**src/rtl/csr_mngr_file_if.sv**
```systemverilog
// Core/manager-facing signal bundle of csr_mngr_file.
// The core and manager drive through master; the CSR file uses slave.
interface csr_mngr_file_if #(
   parameter int unsigned CNT_WIDTH = 64
) ();
   logic                 CSR_Read;
   logic                 CSR_Write;
   logic [11:0]          CSR_Address;
   logic [31:0]          CSR_Wr_Data;
   logic                 Completed_Instruction;
   logic                 Stall;
   logic [31:0]          CSR_Rd_Data;
   logic                 CSR_Rd_Valid;
   logic                 Illegal_CSR;
   logic [31:0]          Mngr2Proc_Data;
   logic                 Mngr2Proc_Valid;
   logic                 Mngr2Proc_Ready;
   logic [31:0]          Proc2Mngr_Data;
   logic                 Proc2Mngr_Valid;
   logic                 Proc2Mngr_Ready;
   logic [CNT_WIDTH-1:0] Clock_Cycles;
   logic [CNT_WIDTH-1:0] Completed_Instructions;

   modport master (
      output CSR_Read, CSR_Write, CSR_Address, CSR_Wr_Data, Completed_Instruction,
      output Mngr2Proc_Data, Mngr2Proc_Valid, Proc2Mngr_Ready,
      input  Stall, CSR_Rd_Data, CSR_Rd_Valid, Illegal_CSR,
      input  Mngr2Proc_Ready, Proc2Mngr_Data, Proc2Mngr_Valid,
      input  Clock_Cycles, Completed_Instructions
   );

   modport slave (
      input  CSR_Read, CSR_Write, CSR_Address, CSR_Wr_Data, Completed_Instruction,
      input  Mngr2Proc_Data, Mngr2Proc_Valid, Proc2Mngr_Ready,
      output Stall, CSR_Rd_Data, CSR_Rd_Valid, Illegal_CSR,
      output Mngr2Proc_Ready, Proc2Mngr_Data, Proc2Mngr_Valid,
      output Clock_Cycles, Completed_Instructions
   );
endinterface

```
**src/rtl/csr_mngr_file.sv**
```systemverilog
// CSR file for the RV32IM core: manager message FIFOs, cycle/instret counters,
// identity/status CSRs and illegal-access detection. Stall holds a blocked FIFO access.
module csr_mngr_file #(
   parameter int unsigned CORE_ID    = 0,
   parameter int unsigned NUM_CORES  = 1,
   parameter int unsigned FIFO_DEPTH = 4,
   parameter int unsigned CNT_WIDTH  = 64
) (
   input logic            Clk,
   input logic            Rst_n,
   csr_mngr_file_if.slave bus
);

   localparam int unsigned PTR_W = $clog2(FIFO_DEPTH);
   localparam int unsigned CNT_W = PTR_W + 1;

   localparam logic [11:0] ADDR_CORE_ID   = 12'hF14;
   localparam logic [11:0] ADDR_NUM_CORES = 12'hFC1;
   localparam logic [11:0] ADDR_STATS_EN  = 12'h7C1;
   localparam logic [11:0] ADDR_MNGR2PROC = 12'hFC0;
   localparam logic [11:0] ADDR_PROC2MNGR = 12'h7C0;
   localparam logic [11:0] ADDR_CYCLE     = 12'hC00;
   localparam logic [11:0] ADDR_CYCLEH    = 12'hC80;
   localparam logic [11:0] ADDR_INSTRET   = 12'hC02;
   localparam logic [11:0] ADDR_INSTRETH  = 12'hC82;
   localparam logic [11:0] ADDR_STATUS    = 12'h7C2;

   logic [31:0]          rx_mem_q [FIFO_DEPTH];
   logic [31:0]          tx_mem_q [FIFO_DEPTH];
   logic [PTR_W-1:0]     rx_wptr_q, rx_wptr_d, rx_rptr_q, rx_rptr_d;
   logic [PTR_W-1:0]     tx_wptr_q, tx_wptr_d, tx_rptr_q, tx_rptr_d;
   logic [CNT_W-1:0]     rx_cnt_q, rx_cnt_d, tx_cnt_q, tx_cnt_d;
   logic                 stats_en_q, stats_en_d;
   logic [CNT_WIDTH-1:0] cyc_q, cyc_d, ins_q, ins_d;
   logic [31:0]          rd_data_q, rd_data_d;
   logic                 rd_valid_q, rd_valid_d;
   logic                 illegal_q, illegal_d;

   logic        stall_c, accept, rd_acc, wr_acc;
   logic        rd_legal, wr_legal;
   logic        rx_ready, rx_push, rx_pop, tx_push, tx_pop, en_wr;
   logic [31:0] rd_mux;
   logic [63:0] cyc64, ins64;

   // Address decode, read mux and access acceptance
   always_comb begin
      rd_mux   = '0;
      rd_legal = 1'b1;
      cyc64    = 64'(cyc_q);
      ins64    = 64'(ins_q);
      case (bus.CSR_Address)
         ADDR_CORE_ID:   rd_mux = 32'(CORE_ID);
         ADDR_NUM_CORES: rd_mux = 32'(NUM_CORES);
         ADDR_STATS_EN:  rd_mux = {31'b0, stats_en_q};
         ADDR_MNGR2PROC: rd_mux = rx_mem_q[rx_rptr_q];
         ADDR_PROC2MNGR: rd_mux = '0;
         ADDR_CYCLE:     rd_mux = cyc64[31:0];
         ADDR_CYCLEH:    rd_mux = cyc64[63:32];
         ADDR_INSTRET:   rd_mux = ins64[31:0];
         ADDR_INSTRETH:  rd_mux = ins64[63:32];
         ADDR_STATUS:    rd_mux = {16'b0, 8'(rx_cnt_q), 8'(tx_cnt_q)};
         default:        rd_legal = 1'b0;
      endcase
      wr_legal = (bus.CSR_Address == ADDR_STATS_EN) || (bus.CSR_Address == ADDR_PROC2MNGR);

      stall_c = (bus.CSR_Read  && (bus.CSR_Address == ADDR_MNGR2PROC) && (rx_cnt_q == '0)) ||
                (bus.CSR_Write && (bus.CSR_Address == ADDR_PROC2MNGR) &&
                 (tx_cnt_q == CNT_W'(FIFO_DEPTH)));
      accept  = (bus.CSR_Read || bus.CSR_Write) && !stall_c;
      rd_acc  = accept && bus.CSR_Read;
      wr_acc  = accept && bus.CSR_Write;

      rx_ready = Rst_n && (rx_cnt_q < CNT_W'(FIFO_DEPTH));
      rx_push  = bus.Mngr2Proc_Valid && rx_ready;
      rx_pop   = rd_acc && (bus.CSR_Address == ADDR_MNGR2PROC);
      tx_pop   = (tx_cnt_q != '0) && bus.Proc2Mngr_Ready;
      tx_push  = wr_acc && (bus.CSR_Address == ADDR_PROC2MNGR);
      en_wr    = wr_acc && (bus.CSR_Address == ADDR_STATS_EN);
   end

   // Next-state for FIFOs, counters and read response
   always_comb begin
      rx_wptr_d  = rx_wptr_q + PTR_W'(rx_push);
      rx_rptr_d  = rx_rptr_q + PTR_W'(rx_pop);
      rx_cnt_d   = rx_cnt_q + CNT_W'(rx_push) - CNT_W'(rx_pop);
      tx_wptr_d  = tx_wptr_q + PTR_W'(tx_push);
      tx_rptr_d  = tx_rptr_q + PTR_W'(tx_pop);
      tx_cnt_d   = tx_cnt_q + CNT_W'(tx_push) - CNT_W'(tx_pop);

      stats_en_d = en_wr ? bus.CSR_Wr_Data[0] : stats_en_q;
      cyc_d      = cyc_q;
      ins_d      = ins_q;
      // 0->1 clears; counting only on edges where enable stays high across the edge
      if (stats_en_d && !stats_en_q) begin
         cyc_d = '0;
         ins_d = '0;
      end else if (stats_en_d && stats_en_q) begin
         cyc_d = cyc_q + CNT_WIDTH'(1);
         ins_d = ins_q + CNT_WIDTH'(bus.Completed_Instruction);
      end

      rd_valid_d = rd_acc;
      rd_data_d  = rd_data_q;
      if (rd_acc) rd_data_d = rd_legal ? rd_mux : 32'h0;
      illegal_d  = (rd_acc && !rd_legal) || (wr_acc && !wr_legal);
   end

   always_ff @(posedge Clk or negedge Rst_n) begin
      if (!Rst_n) begin
         rx_wptr_q  <= '0;
         rx_rptr_q  <= '0;
         rx_cnt_q   <= '0;
         tx_wptr_q  <= '0;
         tx_rptr_q  <= '0;
         tx_cnt_q   <= '0;
         stats_en_q <= 1'b0;
         cyc_q      <= '0;
         ins_q      <= '0;
         rd_data_q  <= '0;
         rd_valid_q <= 1'b0;
         illegal_q  <= 1'b0;
      end else begin
         rx_wptr_q  <= rx_wptr_d;
         rx_rptr_q  <= rx_rptr_d;
         rx_cnt_q   <= rx_cnt_d;
         tx_wptr_q  <= tx_wptr_d;
         tx_rptr_q  <= tx_rptr_d;
         tx_cnt_q   <= tx_cnt_d;
         stats_en_q <= stats_en_d;
         cyc_q      <= cyc_d;
         ins_q      <= ins_d;
         rd_data_q  <= rd_data_d;
         rd_valid_q <= rd_valid_d;
         illegal_q  <= illegal_d;
      end
   end

   // Storage needs no reset: empty pointers mask stale entries
   always_ff @(posedge Clk) begin
      if (rx_push) rx_mem_q[rx_wptr_q] <= bus.Mngr2Proc_Data;
      if (tx_push) tx_mem_q[tx_wptr_q] <= bus.CSR_Wr_Data;
   end

   assign bus.Stall                  = stall_c;
   assign bus.CSR_Rd_Data            = rd_data_q;
   assign bus.CSR_Rd_Valid           = rd_valid_q;
   assign bus.Illegal_CSR            = illegal_q;
   assign bus.Mngr2Proc_Ready        = rx_ready;
   assign bus.Proc2Mngr_Data         = tx_mem_q[tx_rptr_q];
   assign bus.Proc2Mngr_Valid        = tx_cnt_q != '0;
   assign bus.Clock_Cycles           = cyc_q;
   assign bus.Completed_Instructions = ins_q;

endmodule

```
**src/flat_wrapper.sv**
```systemverilog
// flat-port wrapper written by rule: the top's interface ports become plain ports
module csr_mngr_file_flat 
#(
   parameter int unsigned CORE_ID    = 0,
   parameter int unsigned NUM_CORES  = 1,
   parameter int unsigned FIFO_DEPTH = 4,
   parameter int unsigned CNT_WIDTH  = 64
)
  (Clk, Rst_n, bus_CSR_Read, bus_CSR_Write, bus_CSR_Address, bus_CSR_Wr_Data, bus_Completed_Instruction, bus_Mngr2Proc_Data, bus_Mngr2Proc_Valid, bus_Proc2Mngr_Ready, bus_Stall, bus_CSR_Rd_Data, bus_CSR_Rd_Valid, bus_Illegal_CSR, bus_Mngr2Proc_Ready, bus_Proc2Mngr_Data, bus_Proc2Mngr_Valid, bus_Clock_Cycles, bus_Completed_Instructions);
  csr_mngr_file_if #(.CNT_WIDTH(CNT_WIDTH)) bus_i ();
  input logic Clk;
  input logic Rst_n;
  input wire logic [$bits(bus_i.CSR_Read)-1:0] bus_CSR_Read;
  input wire logic [$bits(bus_i.CSR_Write)-1:0] bus_CSR_Write;
  input wire logic [$bits(bus_i.CSR_Address)-1:0] bus_CSR_Address;
  input wire logic [$bits(bus_i.CSR_Wr_Data)-1:0] bus_CSR_Wr_Data;
  input wire logic [$bits(bus_i.Completed_Instruction)-1:0] bus_Completed_Instruction;
  input wire logic [$bits(bus_i.Mngr2Proc_Data)-1:0] bus_Mngr2Proc_Data;
  input wire logic [$bits(bus_i.Mngr2Proc_Valid)-1:0] bus_Mngr2Proc_Valid;
  input wire logic [$bits(bus_i.Proc2Mngr_Ready)-1:0] bus_Proc2Mngr_Ready;
  output wire logic [$bits(bus_i.Stall)-1:0] bus_Stall;
  output wire logic [$bits(bus_i.CSR_Rd_Data)-1:0] bus_CSR_Rd_Data;
  output wire logic [$bits(bus_i.CSR_Rd_Valid)-1:0] bus_CSR_Rd_Valid;
  output wire logic [$bits(bus_i.Illegal_CSR)-1:0] bus_Illegal_CSR;
  output wire logic [$bits(bus_i.Mngr2Proc_Ready)-1:0] bus_Mngr2Proc_Ready;
  output wire logic [$bits(bus_i.Proc2Mngr_Data)-1:0] bus_Proc2Mngr_Data;
  output wire logic [$bits(bus_i.Proc2Mngr_Valid)-1:0] bus_Proc2Mngr_Valid;
  output wire logic [$bits(bus_i.Clock_Cycles)-1:0] bus_Clock_Cycles;
  output wire logic [$bits(bus_i.Completed_Instructions)-1:0] bus_Completed_Instructions;
  assign bus_i.CSR_Read = bus_CSR_Read;
  assign bus_i.CSR_Write = bus_CSR_Write;
  assign bus_i.CSR_Address = bus_CSR_Address;
  assign bus_i.CSR_Wr_Data = bus_CSR_Wr_Data;
  assign bus_i.Completed_Instruction = bus_Completed_Instruction;
  assign bus_i.Mngr2Proc_Data = bus_Mngr2Proc_Data;
  assign bus_i.Mngr2Proc_Valid = bus_Mngr2Proc_Valid;
  assign bus_i.Proc2Mngr_Ready = bus_Proc2Mngr_Ready;
  assign bus_Stall = bus_i.Stall;
  assign bus_CSR_Rd_Data = bus_i.CSR_Rd_Data;
  assign bus_CSR_Rd_Valid = bus_i.CSR_Rd_Valid;
  assign bus_Illegal_CSR = bus_i.Illegal_CSR;
  assign bus_Mngr2Proc_Ready = bus_i.Mngr2Proc_Ready;
  assign bus_Proc2Mngr_Data = bus_i.Proc2Mngr_Data;
  assign bus_Proc2Mngr_Valid = bus_i.Proc2Mngr_Valid;
  assign bus_Clock_Cycles = bus_i.Clock_Cycles;
  assign bus_Completed_Instructions = bus_i.Completed_Instructions;
  csr_mngr_file #(.CORE_ID(CORE_ID), .NUM_CORES(NUM_CORES), .FIFO_DEPTH(FIFO_DEPTH), .CNT_WIDTH(CNT_WIDTH)) u_core (.Clk(Clk), .Rst_n(Rst_n), .bus(bus_i));
endmodule
```
**config.mk**
```make
export PLATFORM = sky130hd
export DESIGN_NAME = csr_mngr_file_flat
export DESIGN_NICKNAME = d
export VERILOG_FILES = /design/src/rtl/csr_mngr_file_if.sv /design/src/rtl/csr_mngr_file.sv /design/src/flat_wrapper.sv
export SDC_FILE = /design/constraint.sdc
export NUM_CORES = 1
export LEC_CHECK = 0
export CAP_MARGIN = 20
export CELL_PAD_IN_SITES_DETAIL_PLACEMENT = 2
export CELL_PAD_IN_SITES_GLOBAL_PLACEMENT = 2
export CORE_ASPECT_RATIO = 2
export CORE_MARGIN = 8
export CORE_UTILIZATION = 41
export CTS_CLUSTER_SIZE = 40
export DETAILED_ROUTE_END_ITERATION = 12
export MAX_ROUTING_LAYER = met4
export PLACE_DENSITY = 0.95
export SETUP_SLACK_MARGIN = 0.2
export SLEW_MARGIN = 30
export SYNTH_ARGS = -nofsm -noshare
export SYNTH_HDL_FRONTEND = slang
export SYNTH_SLANG_ARGS = --single-unit
```
**constraint.sdc**
```tcl
create_clock -name Clk -period 10.8 [get_ports Clk]
set_input_delay 2.16 -clock Clk [delete_from_list [all_inputs] [get_ports Clk]]
set_output_delay 2.16 -clock Clk [all_outputs]
set_load 0.05 [all_outputs]
```
==> summary.md <==
| Metric | Value |
|---|---|
| Status | `finished clean` |
| Routed Antenna Nets | `0` |
| Critical Path Sink | `bus_Stall` |
| Clock slew at reported path FFs | `~0.07 ns` |
| Final WL | `73700 um` |
| Post-synth EDFFs | `256` |
| Die H | `323 um` |
| RSZ-0062 raised after global routing | `false` |
| Full die area | `54800 um^2` |
| Post-Synth Adder-Cell Area | `less than 1%` |
| Vias in the first global route | `16300` |
| Fraction of layout cells with a size suffix above 1 | `12.5%` |
| Worst slew margin | `between 30 and 40%` |
| Post-layout util | `52.1%` |
| Crit Reg-Reg Endpoint | `u_core.rx_cnt_q[2]` |
| Critical Path AT | `roughly 5.0 ns` |
| Final non-filler cell total | `2381` |
| F_max | `0.140 GHz` |
| CTS Buf Count | `41` |
| CTS tree | `yes` |
| Tot Pwr | `4.25 mW` |
| IO Count | `280` |
| Post-Synthesis Cells | `between 1000 and 1500` |
| H-tree Lvls | `2` |
| CP peak stage delay | `slightly above 0.9 ns` |
| Multiplexer share of the synthesized area | `9.62%` |
| Commonest non-fill, non-tap cell in the layout | `clkdlybuf4s50_1` |
| Peak VDD IR | `0.152 mV` |
| Post-place setup slack | `roughly 3.6 ns` |
| Gr ovfl total | `0` |
| Largest net degree at the start of global routing | `101` |
| Largest fanout on the critical path | `10` |
| Worst skew pair latency | `~0.57 ns` |
| Top cells by area, synth | `edfxtp_1 (40%), dfrtp_1 (23%), mux4_2 (7.6%), xnor2_1 (2.9%), nor2_1 (2.8%)` |
| Largest family of logic cells by synthesized area | `simple AND/OR/NAND/NOR gates` |
| Simple-gate portion of the synthesized area | `14.2%` |
| Post-synthesis sequential area ratio | `62.6%` |
| Worst-case reg-to-reg path depth | `13` |
| Most frequent cells in the layout | `clkdlybuf4s50_1 (277), edfxtp_1 (256), dfrtp_1 (175)` |
| Final setup margin | `3.66 ns` |
| Setup Skew | `between 0.03 and 0.04 ns` |
| Period minus WS final | `7.14 ns` |
| Mapped Area | `19300 um^2` |
| Worst Tran Pin Value | `1.03 ns` |
| Worst reg2reg startpoint | `u_core.tx_cnt_q[1]` |
| Vias per Instance | `6.07` |
| Post-CTS sizing | `0` |
| Placed Cells | `2303` |
| GRT Total Usage | `approximately 28%` |
| CP endpoint kind | `output pin` |
| Pleak | `8.67 nW` |
| Number of core rows | `112` |
| Required @ worst endpoint | `8.64 ns` |
| Core area | `46700 um^2` |
| DRT Pass-1 Iters | `5` |
| Hold slack | `0.537 ns` |
| Fin. Hold Viols | `0` |
| Final Net Count | `about 1800` |
| GPL Wtd Cong | `0.881` |
| Clk buf depth | `3` |
| Antenna violations before repair | `1` |
| Clock Tree Root | `clkbuf_16` |
| Max Cap Violations | `0` |
| Post-DP HPWL | `about 52000 um` |
| Postcts setup bufs | `0` |
| Yosys reg bits | `roughly 430` |
| PD cells | `around 170 nW/um^2` |
| Area after DPL | `22900 um^2` |
| Crit-path cells | `clkdlybuf4s50_1 -> inv_1 -> and4_1 -> a21boi_0 -> clkdlybuf4s50_1` |
| Worst Setup SP | `bus_CSR_Address[1]` |
| Final setup fails | `0` |
| Unique masters post-synth | `59` |
| Critical-path top delay cell | `clkdlybuf4s50_1` |
| Setup CP Type | `primary input to output pin` |
| Worst hold path type | `flop to flop` |
| Ys flop type | `edfxtp_1` |
| Ys async rst share | `40.9%` |
| Post-synthesis compound-gate area fraction | `6.31%` |
| # port buffers | `279` |
| Fin area | `~24000 um^2` |
| Fin. max-slew vios | `0` |
| Yosys warnings | `0` |
| Synth Area in XOR/XNOR | `under 10%` |
| Filler cell count | `4376` |
| Crit path top cell by count | `clkdlybuf4s50_1` |
| R2R Setup Slk | `approximately 7.3 ns` |
| Initial Util | `41.5%` |
| Largest area contributor in the netlist | `edfxtp_1` |
| Synth-to-Final Area Change | `25.6%` |
| Setup TNS | `0 ns` |
| Num Clock Sinks | `433` |
| First-pass GRT wire length | `110000 um` |
| 1st-iter DRT viols | `924` |
| DRC | `0` |
| Period utilization | `66.1%` |
| Syn Area/Cell | `roughly 13 um^2` |
| Routed via count | `approximately 14000` |
| CP Launch Type | `primary input` |
| Number of buffers inserted by hold repair at cts | `0` |
| Area share of the largest cell type after synthesis | `39.7%` |
| Syn_nets | `1546` |
| Die Wd | `170 um` |
| Routed wire per std cell | `between 30 and 40 um` |
## kinds of logic after synthesis
kind of cell,after synthesis
flip-flops,433
multiplexers,100
XOR/XNOR,94
AND/OR/NAND/NOR,530
buffers and inverters,97
AO/OA/AOI/OAI,183
adder cells (fa/ha/maj),13
## synth_stat cells (13+ instances only)
library cell / n
nand3_1: 58
nand4_1: 48
a31oi_1: 30
nand2_1: 86
mux2_2: 28
clkbuf_1: 51
xnor2_1: 64
dfrtp_1: 177
inv_1: 17
nor2_1: 144
nor4_1: 22
a22oi_1: 51
nor3_1: 59
edfxtp_1: 256
a21oi_1: 29
and3_1: 23
and4_1: 13
mux4_2: 65
or3_1: 23
buf_2: 18
xor2_1: 30
o21ai_0: 32
## power breakdown
| group | leakage, nW | internal, mW | switching (mW) |
|---|---|---|---|
| registers | 4.66 | 1.83 | 0.0522 |
| clock network | 0.697 | 0.882 | 0.658 |
| logic | 3.31 | 0.308 | 0.518 |
| total | 8.67 | 3.02 | 1.23 |
## layer usage
layer  track usage, %  vias up  wire length (um)
li1                 -     6074                 -
met1             28.8     7510             25800
met2             47.7      597             38300
met3             5.20      262              4300
met4             17.4        0              5380
met5                -        -                 0
## flip-flops by register name (all words and copies together), names as in the netlist, 2 cells and up
signal,count
u_core.bus.Clock_Cycles,64
u_core.tx_wptr_q,2
u_core.rx_rptr_q,2
u_core.tx_mem_q,128
u_core.bus.CSR_Rd_Data,32
u_core.tx_cnt_q,3
u_core.rx_cnt_q,3
u_core.rx_mem_q,128
u_core.rx_wptr_q,2
u_core.tx_rptr_q,2
u_core.bus.Completed_Instructions,64
## final cells by class
type                    instances  area, um^2  area share [%]
inverters                      17        63.8           0.263
well taps                     627         785            3.23
repair buffers                307        3010            12.4
flip-flops and latches        433       12100            49.9
multi-input cells             920        6910            28.4
diodes                          1        2.50          0.0103
clock inverters                22         256            1.06
clock buffers                  54        1160            4.76
## critical path: cells and delay by family
family / cells / cell delay, ns
simple gates: 1 / 0.29
buf+inv: 3 / 2.01
compound gates: 1 / 0.51
## how the worst min path moves through the flow
| stage | slack, ns | to | depth (start not counted) | startpoint |
|---|---|---|---|---|
| final | 0.54 | u_core.bus.CSR_Rd_Data[31] | 1 | u_core.bus.CSR_Rd_Data[31] |
| after global routing | 0.55 | u_core.bus.CSR_Rd_Data[21] | 1 | u_core.bus.CSR_Rd_Data[21] |
| after CTS | 0.53 | u_core.bus.CSR_Rd_Data[31] | 1 | u_core.bus.CSR_Rd_Data[31] |
| after detailed placement | 0.52 | u_core.bus.CSR_Rd_Data[31] | 1 | u_core.bus.CSR_Rd_Data[31] |
| after global placement | 0.48 | u_core.bus.CSR_Rd_Data[31] | 1 | u_core.bus.CSR_Rd_Data[31] |
| after floorplan | 0.48 | u_core.tx_rptr_q[0] | 1 | u_core.tx_rptr_q[0] |
Power figures use the tool's default switching activity.
